[src/rtl/riscv_core_amo_unit.sv]
`timescale 1ns/1ps
`default_nettype none
// ============================================================================
// Module      : riscv_core_amo_unit
// Description : Execute-stage sequencer for RISC-V A-extension instructions.
//               Runs AMO read-modify-write, LR and SC sequences over a
//               single-outstanding data-memory port. It stalls the pipeline
//               while busy, pulses done with the rd value, and owns the LR/SC
//               reservation register.
// Revision    : 1.0 - initial release
// ----------------------------------------------------------------------------
// Ports
//   i_amo_unit_clk          core clock
//   i_amo_unit_rst_n        asynchronous active-low reset
//   i_amo_unit_valid        start request, sampled only in IDLE
//   i_amo_unit_amo          read-modify-write AMO
//   i_amo_unit_amo_op       0 swap,1 add,2 and,3 or,4 xor,5 max,6 min,7 maxu,8 minu
//   i_amo_unit_lr           load-reserved
//   i_amo_unit_sc           store-conditional
//   i_amo_unit_size         2'b10 word, 2'b11 doubleword
//   i_amo_unit_addr         rs1 value (effective address)
//   i_amo_unit_rs2          rs2 value
//   i_amo_unit_resv_clr     invalidate the reservation
//   i_amo_unit_mem_ready    memory accepts/completes the current request
//   i_amo_unit_mem_rdata    read data, valid with ready on a read
//   o_amo_unit_mem_req      memory request
//   o_amo_unit_mem_we       1 = write
//   o_amo_unit_mem_addr     request address
//   o_amo_unit_mem_wdata    write data (word ops in bits [31:0])
//   o_amo_unit_mem_size     latched access size
//   o_amo_unit_busy         pipeline stall
//   o_amo_unit_done         one-cycle completion pulse
//   o_amo_unit_result       rd writeback value, valid with done
//   o_amo_unit_misaligned   address-misaligned exception, pulses with done
// ============================================================================
module riscv_core_amo_unit #(
  parameter int XLEN = 64
) (
  input  logic            i_amo_unit_clk,
  input  logic            i_amo_unit_rst_n,
  input  logic            i_amo_unit_valid,
  input  logic            i_amo_unit_amo,
  input  logic [3:0]      i_amo_unit_amo_op,
  input  logic            i_amo_unit_lr,
  input  logic            i_amo_unit_sc,
  input  logic [1:0]      i_amo_unit_size,
  input  logic [XLEN-1:0] i_amo_unit_addr,
  input  logic [XLEN-1:0] i_amo_unit_rs2,
  input  logic            i_amo_unit_resv_clr,
  input  logic            i_amo_unit_mem_ready,
  input  logic [XLEN-1:0] i_amo_unit_mem_rdata,
  output logic            o_amo_unit_mem_req,
  output logic            o_amo_unit_mem_we,
  output logic [XLEN-1:0] o_amo_unit_mem_addr,
  output logic [XLEN-1:0] o_amo_unit_mem_wdata,
  output logic [1:0]      o_amo_unit_mem_size,
  output logic            o_amo_unit_busy,
  output logic            o_amo_unit_done,
  output logic [XLEN-1:0] o_amo_unit_result,
  output logic            o_amo_unit_misaligned
);

  typedef enum logic [1:0] {
    ST_IDLE = 2'd0,
    ST_RD   = 2'd1,
    ST_WR   = 2'd2,
    ST_DONE = 2'd3
  } state_t;

  localparam logic [3:0] C_OP_SWAP = 4'd0;
  localparam logic [3:0] C_OP_ADD  = 4'd1;
  localparam logic [3:0] C_OP_AND  = 4'd2;
  localparam logic [3:0] C_OP_OR   = 4'd3;
  localparam logic [3:0] C_OP_XOR  = 4'd4;
  localparam logic [3:0] C_OP_MAX  = 4'd5;
  localparam logic [3:0] C_OP_MIN  = 4'd6;
  localparam logic [3:0] C_OP_MAXU = 4'd7;
  localparam logic [3:0] C_OP_MINU = 4'd8;

  localparam logic [1:0]      C_SIZE_D    = 2'b11;
  localparam logic [XLEN-1:0] C_WORD_MASK = XLEN'(64'h0000_0000_FFFF_FFFF);

  state_t          r_state;
  state_t          w_state_nxt;

  logic            r_is_lr;
  logic [3:0]      r_amo_op;
  logic [1:0]      r_size;
  logic [XLEN-1:0] r_addr;
  logic [XLEN-1:0] r_rs2;
  logic [XLEN-1:0] r_wdata;
  logic [XLEN-1:0] r_result;
  logic            r_misaligned;
  logic            r_resv_valid;
  logic [XLEN-1:0] r_resv_addr;

  // --------------------------------------------------------------------------
  // Start-of-operation decode (IDLE only)
  // --------------------------------------------------------------------------
  logic w_in_word;
  logic w_in_misaligned;
  logic w_in_any_op;
  logic w_sc_hit;

  assign w_in_word       = (i_amo_unit_size != C_SIZE_D);
  assign w_in_misaligned = w_in_word ? (|i_amo_unit_addr[1:0]) : (|i_amo_unit_addr[2:0]);
  assign w_in_any_op     = i_amo_unit_amo | i_amo_unit_lr | i_amo_unit_sc;
  // A clear arriving in the same cycle as the SC is honoured: the SC fails.
  assign w_sc_hit        = r_resv_valid && !i_amo_unit_resv_clr &&
                           (r_resv_addr == i_amo_unit_addr);

  // --------------------------------------------------------------------------
  // Load value and modify datapath (latched operation)
  // --------------------------------------------------------------------------
  logic            w_word;
  logic [XLEN-1:0] w_load;
  logic [XLEN-1:0] w_opb;
  logic [XLEN-1:0] w_mod;
  logic [XLEN-1:0] w_mod_wdata;
  logic            w_lt_s;
  logic            w_lt_u;

  assign w_word = (r_size != C_SIZE_D);
  // Both operands are sign-extended for word ops: this keeps the 64-bit signed
  // compare equal to a 32-bit signed compare, and since sign extension is
  // monotonic in unsigned order the unsigned compare stays correct as well.
  assign w_load = w_word ? XLEN'($signed(i_amo_unit_mem_rdata[31:0])) : i_amo_unit_mem_rdata;
  assign w_opb  = w_word ? XLEN'($signed(r_rs2[31:0])) : r_rs2;
  assign w_lt_s = ($signed(w_load) < $signed(w_opb));
  assign w_lt_u = (w_load < w_opb);

  always_comb begin
    w_mod = w_load;
    case (r_amo_op)
      C_OP_SWAP: w_mod = w_opb;
      C_OP_ADD:  w_mod = w_load + w_opb;
      C_OP_AND:  w_mod = w_load & w_opb;
      C_OP_OR:   w_mod = w_load | w_opb;
      C_OP_XOR:  w_mod = w_load ^ w_opb;
      C_OP_MAX:  w_mod = w_lt_s ? w_opb  : w_load;
      C_OP_MIN:  w_mod = w_lt_s ? w_load : w_opb;
      C_OP_MAXU: w_mod = w_lt_u ? w_opb  : w_load;
      C_OP_MINU: w_mod = w_lt_u ? w_load : w_opb;
      default:   w_mod = w_load;
    endcase
  end

  assign w_mod_wdata = w_word ? (w_mod & C_WORD_MASK) : w_mod;

  // --------------------------------------------------------------------------
  // FSM
  // --------------------------------------------------------------------------
  always_ff @(posedge i_amo_unit_clk or negedge i_amo_unit_rst_n) begin
    if (!i_amo_unit_rst_n) begin
      r_state <= ST_IDLE;
    end else begin
      r_state <= w_state_nxt;
    end
  end

  always_comb begin
    w_state_nxt = r_state;
    case (r_state)
      ST_IDLE: begin
        if (i_amo_unit_valid) begin
          if (!w_in_any_op || w_in_misaligned) begin
            w_state_nxt = ST_DONE;
          end else if (i_amo_unit_amo || i_amo_unit_lr) begin
            w_state_nxt = ST_RD;
          end else if (w_sc_hit) begin
            w_state_nxt = ST_WR;
          end else begin
            w_state_nxt = ST_DONE;
          end
        end
      end
      ST_RD: begin
        if (i_amo_unit_mem_ready) begin
          w_state_nxt = r_is_lr ? ST_DONE : ST_WR;
        end
      end
      ST_WR: begin
        if (i_amo_unit_mem_ready) begin
          w_state_nxt = ST_DONE;
        end
      end
      default: begin
        w_state_nxt = ST_IDLE;
      end
    endcase
  end

  // --------------------------------------------------------------------------
  // Operation latches, result, write data and reservation
  // --------------------------------------------------------------------------
  always_ff @(posedge i_amo_unit_clk or negedge i_amo_unit_rst_n) begin
    if (!i_amo_unit_rst_n) begin
      r_is_lr      <= 1'b0;
      r_amo_op     <= 4'd0;
      r_size       <= 2'd0;
      r_addr       <= '0;
      r_rs2        <= '0;
      r_wdata      <= '0;
      r_result     <= '0;
      r_misaligned <= 1'b0;
      r_resv_valid <= 1'b0;
      r_resv_addr  <= '0;
    end else begin
      // Later assignments in this block that set the reservation are gated by
      // resv_clr, so a coincident clear always wins.
      if (i_amo_unit_resv_clr) begin
        r_resv_valid <= 1'b0;
      end

      case (r_state)
        ST_IDLE: begin
          if (i_amo_unit_valid) begin
            r_is_lr      <= i_amo_unit_lr & ~i_amo_unit_amo;
            r_amo_op     <= i_amo_unit_amo_op;
            r_size       <= i_amo_unit_size;
            r_addr       <= i_amo_unit_addr;
            r_rs2        <= i_amo_unit_rs2;
            r_result     <= '0;
            r_misaligned <= 1'b0;
            if (w_in_any_op && w_in_misaligned) begin
              r_misaligned <= 1'b1;
            end else if (i_amo_unit_sc && !i_amo_unit_amo && !i_amo_unit_lr) begin
              // Any aligned SC consumes the reservation, pass or fail.
              r_resv_valid <= 1'b0;
              if (w_sc_hit) begin
                r_wdata <= w_in_word ? (i_amo_unit_rs2 & C_WORD_MASK) : i_amo_unit_rs2;
              end else begin
                r_result <= XLEN'(1);
              end
            end
          end
        end
        ST_RD: begin
          if (i_amo_unit_mem_ready) begin
            r_result <= w_load;
            if (r_is_lr) begin
              if (!i_amo_unit_resv_clr) begin
                r_resv_valid <= 1'b1;
                r_resv_addr  <= r_addr;
              end
            end else begin
              r_wdata <= w_mod_wdata;
            end
          end
        end
        default: begin
        end
      endcase
    end
  end

  // --------------------------------------------------------------------------
  // Outputs
  // --------------------------------------------------------------------------
  assign o_amo_unit_mem_req    = (r_state == ST_RD) || (r_state == ST_WR);
  assign o_amo_unit_mem_we     = (r_state == ST_WR);
  assign o_amo_unit_mem_addr   = r_addr;
  assign o_amo_unit_mem_wdata  = r_wdata;
  assign o_amo_unit_mem_size   = r_size;
  assign o_amo_unit_busy       = (r_state != ST_IDLE);
  assign o_amo_unit_done       = (r_state == ST_DONE);
  assign o_amo_unit_result     = (r_state == ST_DONE) ? r_result : '0;
  assign o_amo_unit_misaligned = (r_state == ST_DONE) && r_misaligned;

endmodule
`default_nettype wire

[config.mk]
export PLATFORM = sky130hd
export DESIGN_NAME = riscv_core_amo_unit
export DESIGN_NICKNAME = d
export VERILOG_FILES = /design/src/rtl/riscv_core_amo_unit.sv
export SDC_FILE = /design/constraint.sdc
export NUM_CORES = 1
export LEC_CHECK = 0
export CAP_MARGIN = 40
export CORE_AREA = 2 2 222 224
export CTS_BUF_LIST = sky130_fd_sc_hd__clkbuf_2
export CTS_CLUSTER_SIZE = 16
export DETAILED_ROUTE_END_ITERATION = 10
export DIE_AREA = 0 0 224 226
export PLACE_DENSITY = 0.77
export SYNTH_ARGS = -nofsm -noshare
export SYNTH_HDL_FRONTEND = slang
export SYNTH_SLANG_ARGS = --single-unit
[constraint.sdc]
create_clock -name i_amo_unit_clk -period 4.42 [get_ports i_amo_unit_clk]
set_clock_uncertainty 0.15 [all_clocks]
set_input_delay 0.442 -clock i_amo_unit_clk [delete_from_list [all_inputs] [get_ports i_amo_unit_clk]]
set_output_delay 0.442 -clock i_amo_unit_clk [all_outputs]
set_load 0.005 [all_outputs]
==> key figures <==
STA
  – Final period util: 100%
  – Number of endpoints failing setup at the final stage: 1
  – TNS Setup: -2.82 ps
  – Post-route setup slack: -2.82 ps
  – Clock period minus worst slack: 4420 ps
  – Max Slew Vio Count: 0
  – Worst Max-Slew Pin Slew: 964 ps
  – FMAX: 226 MHz
  – RSZ-0062 raised after global routing: true
  – Hold_ws: 115 ps
  – Final hold violations: 0
  – Relative slew slack: 35.7%

Route
  – DR top layer: met5
  – M1 WL: 39000 um
  – 1st-pass router iterations: 6
  – Routed wl met3: 7670 um
  – Vias/cell: 6.07
  – DR DRC count: 0
  – Met2 WL: 47700 um
  – Starting DRC count in detailed routing: 2203
  – DR vias: 26200
  – Drt wl/cell: 23.3 um
  – Final wirelength: 100000 um
  – Antenna Nets Post-Route: 0

Clock network
  – CTS Sinks: 331
  – CTS clock-pin slew for the worst setup and hold paths: 100 ps
  – Clock buffer depth: 3
  – CTS buffer count: 90
  – Clk Latency, worst-skew pair: 1220 ps
  – Clock root buffer: clkbuf_2
  – CTS tree: built
  – CTS H-tree depth: 3

Worst setup path
  – Kind of critical path: register to register
  – Crit-path max FO: 24
  – CP Capture Type: register
  – Startpoint types: register
  – Worst reg2reg startpoint: o_amo_unit_mem_size[0]$_DFFE_PN0P_
  – RR Endpoint: o_amo_unit_mem_wdata[24]$_DFFE_PN0P_
  – R2r setup slk: -3 ps
  – Worst-case reg-to-reg path depth: 20
  – Critical path data required time: 5300 ps
  – CP arrival: 5300 ps

Worst hold path
  – Hold Startpoint: i_amo_unit_mem_rdata[48]
  – Hold WC Path Type: input pin to register
  – Hold path depth: 4
  – Hold Path Sink: o_amo_unit_mem_wdata[48]$_DFFE_PN0P_

Power and ir drop
  – PwrDens: 831 nW/um^2
  – P_leak: 16.0 nW
  – Maximum VDD drop: 485 uV
  – Part of the power in registers: 19.5%
  – Switching share of power: 48.6%
  – Combinational power share: 72.5%
  – Int Power: 0.0150 W
  – Clk pwr share: 8.0%
  – Sw Pwr: 0.0142 W

Placed design
  – Dpl ws: -736 ps
  – RD Place Congestion: 1.00
  – Cells after DPL: 3958
  – Port buffer count: 404
  – Final HPWL DP: 68300 um

Layout
  – Nets@finish: 4029
  – Finished Core Util: 72.8%
  – Area grow syn2layout: 44.4%
  – Final cell count without fillers: 4319
  – Layout cell share with drive strength beyond 1: 25.8%

Yosys
  – Synth warn: 0
  – Syn Inst Count: 2703
  – Synth cell types: 94
  – Yosys top cell by area: dfrtp_1
  – Post-Synth Adder-Cell Area: 10.1%
  – EDFF count, synth: 0
  – Post-synthesis register bit count: 331
  – Post-synth ARST share: 100%
  – Main area contributors after synthesis: dfrtp_1, ha_1, mux2_2
  – Synth Flop Type: dfrtp_1
  – Post-Syn Area: 24400 sq um
  – Syn_area_per_cell: 9.02 sq um
  – Syn Nets: 3106
  – Part of the Yosys area used for sequential elements: 34.0%
  – Top cell type's share of synthesized area: 34.0%
  – Compound-gate portion of the synthesized area: 23.7%
  – Simple-gate area share of the yosys netlist: 13.7%
  – Main combinational cell family by area after synthesis: compound AO/OA/AOI/OAI gates
  – Post-Synth XOR/XNOR Area: 2.73%
  – Mux cell area share after synthesis: 9.36%

Global routing
  – First-pass GRT wire length: 152000 um
  – Antenna violations before repair: 4
  – Vias in the first global route: 27000
  – Largest net degree at the start of global routing: 101
  – Total grt overflow: 0
  – Total Routing Usage GR: 38.6%

Die
  – Die height: 226 um
  – DIE WIDTH: 224 um
  – Core footprint: 48300 sq um
  – I/O pin cnt: 405
  – Initial Util: 50.5%
  – Row count: 81
  – Full die area: 50600 sq um

Status
  – Failing checks: setup timing
  – Status: finished with violations

Job
  – # Max-Cap Violations: 0
[layout by cell type (no fill, tap or decap), types with 40 or more instances in the layout]
cell,n
a21oi_1,175
a31o_2,44
a31oi_1,42
and2_1,80
buf_4,407
clkbuf_2,130
clkdlybuf4s50_1,403
dfrtp_1,329
dlygate4sd3_1,181
ha_1,189
inv_1,175
mux2_2,190
nand2_1,250
nand4_1,40
nor2_1,132
o21ai_0,187
xnor2_1,59
[worst max-delay path, stage by stage (launching register included)]
cell and delay, ps:
dfrtp_2 540, a21oi_2 250, buf_12 220, buf_4 150, a31oi_2 40, buf_4 160, ha_1 200, a21oi_1 220
a21boi_1 140, nor4_4 390, o211ai_2 210, a211oi_4 230, buf_6 160, buf_4 150, xnor2_4 120, a31oi_4 130
buf_6 180, nor2_4 150, clkbuf_16 200, a221oi_4 60, o31ai_2 260
[how the worst max path moves through the flow]
stage	start	endpoint	slack [ps]
2_1_floorplan	o_amo_unit_mem_size[0]$_DFFE_PN0P_	o_amo_unit_mem_wdata[11]$_DFFE_PN0P_	6
3_3_place_gp	i_amo_unit_mem_rdata[1]	o_amo_unit_mem_wdata[3]$_DFFE_PN0P_	-670
3_5_place_dp	i_amo_unit_mem_rdata[31]	o_amo_unit_mem_wdata[3]$_DFFE_PN0P_	-740
4_1_cts	o_amo_unit_mem_size[0]$_DFFE_PN0P_	o_amo_unit_mem_wdata[17]$_DFFE_PN0P_	-40
5_1_grt	o_amo_unit_mem_size[0]$_DFFE_PN0P_	o_amo_unit_mem_wdata[24]$_DFFE_PN0P_	-80
6_report	o_amo_unit_mem_size[0]$_DFFE_PN0P_	o_amo_unit_mem_wdata[24]$_DFFE_PN0P_	-3
[cell type report]
class                      instances  area (sq um)
multi-input combinational       1999         15000
fill                            3417         13100
timing repair buffer            1027          9620
sequential                       331          8290
tap                              622           778
inverter                         177           664
clock buffer                     130           651
clock inverter                    30           159
antenna                            3          7.51
[flip-flops by register name, indices dropped and copies added, names as in the netlist]
| signal | count |
|---|---|
| r_resv_valid | 1 |
| r_resv_addr | 64 |
| o_amo_unit_mem_size | 2 |
| r_amo_op | 4 |
| r_result | 64 |
| r_rs2 | 64 |
| r_misaligned | 1 |
| r_is_lr | 1 |
| o_amo_unit_mem_addr | 64 |
| r_state | 2 |
| o_amo_unit_mem_wdata | 64 |
[routing by layer]
metal | global-route usage [%] | vias to the layer above
met2 | 64.4 | 1429
met5 | 0 | -
met3 | 7.36 | 388
li1 | - | 11600
met1 | 46.5 | 12800
met4 | 22.9 | 2
[cell families (layout without fill, tap and decap cells)]
| group | Yosys count | count (layout) |
|---|---|---|
| AO/OA/AOI/OAI | 841 | 841 |
| AND/OR/NAND/NOR | 683 | 684 |
| buffers and inverters | 374 | 1364 |
| flip-flops | 331 | 331 |
| multiplexers | 203 | 203 |
| adder cells (fa/ha/maj) | 197 | 197 |
| XOR/XNOR | 74 | 74 |
| other | 0 | 3 |
[cell usage after synthesis (all sizes together), types with 21 or more instances]
cell / instances
a21oi: 183
clkbuf: 130
buf: 67
nor3: 32
dfrtp: 331
o21ai: 228
o31ai: 58
nor2b: 26
and2: 83
nor2: 137
xnor2: 60
o21bai: 21
ha: 196
nand3: 41
a31oi: 52
nand2: 254
nand4: 40
inv: 177
a31o: 46
a221oi: 64
nor4: 21
o221ai: 24
mux2: 190
a21o: 27
[power by group through the flow]
stage                     combinational [W]  sequential (W)  clock, W
after floorplan                      0.0110         0.00527         0
after global placement               0.0188         0.00549         0
after detailed placement             0.0192         0.00560         0
after CTS                            0.0198         0.00555   0.00232
after global routing                 0.0226         0.00581   0.00251
final                                0.0212         0.00571   0.00233
[timing repair]
item	in CTS	in global routing
hold buffers	182	0
buffers inserted	6	6
resized for setup	7	71
gates cloned	1	3
setup endpoints to repair	64	64
hold endpoints to repair	561	0
pin swaps	5	22
[stage by stage]
| stage | power (W) | cell area [sq um] |
|---|---|---|
| 2_1_floorplan | 0.0162 | 24400 |
| 3_3_place_gp | 0.0243 | 31800 |
| 3_5_place_dp | 0.0248 | 31900 |
| 4_1_cts | 0.0277 | 34700 |
| 5_1_grt | 0.0309 | 35200 |
| 6_report | 0.0293 | 35200 |
(Power assumes the default switching activity.)
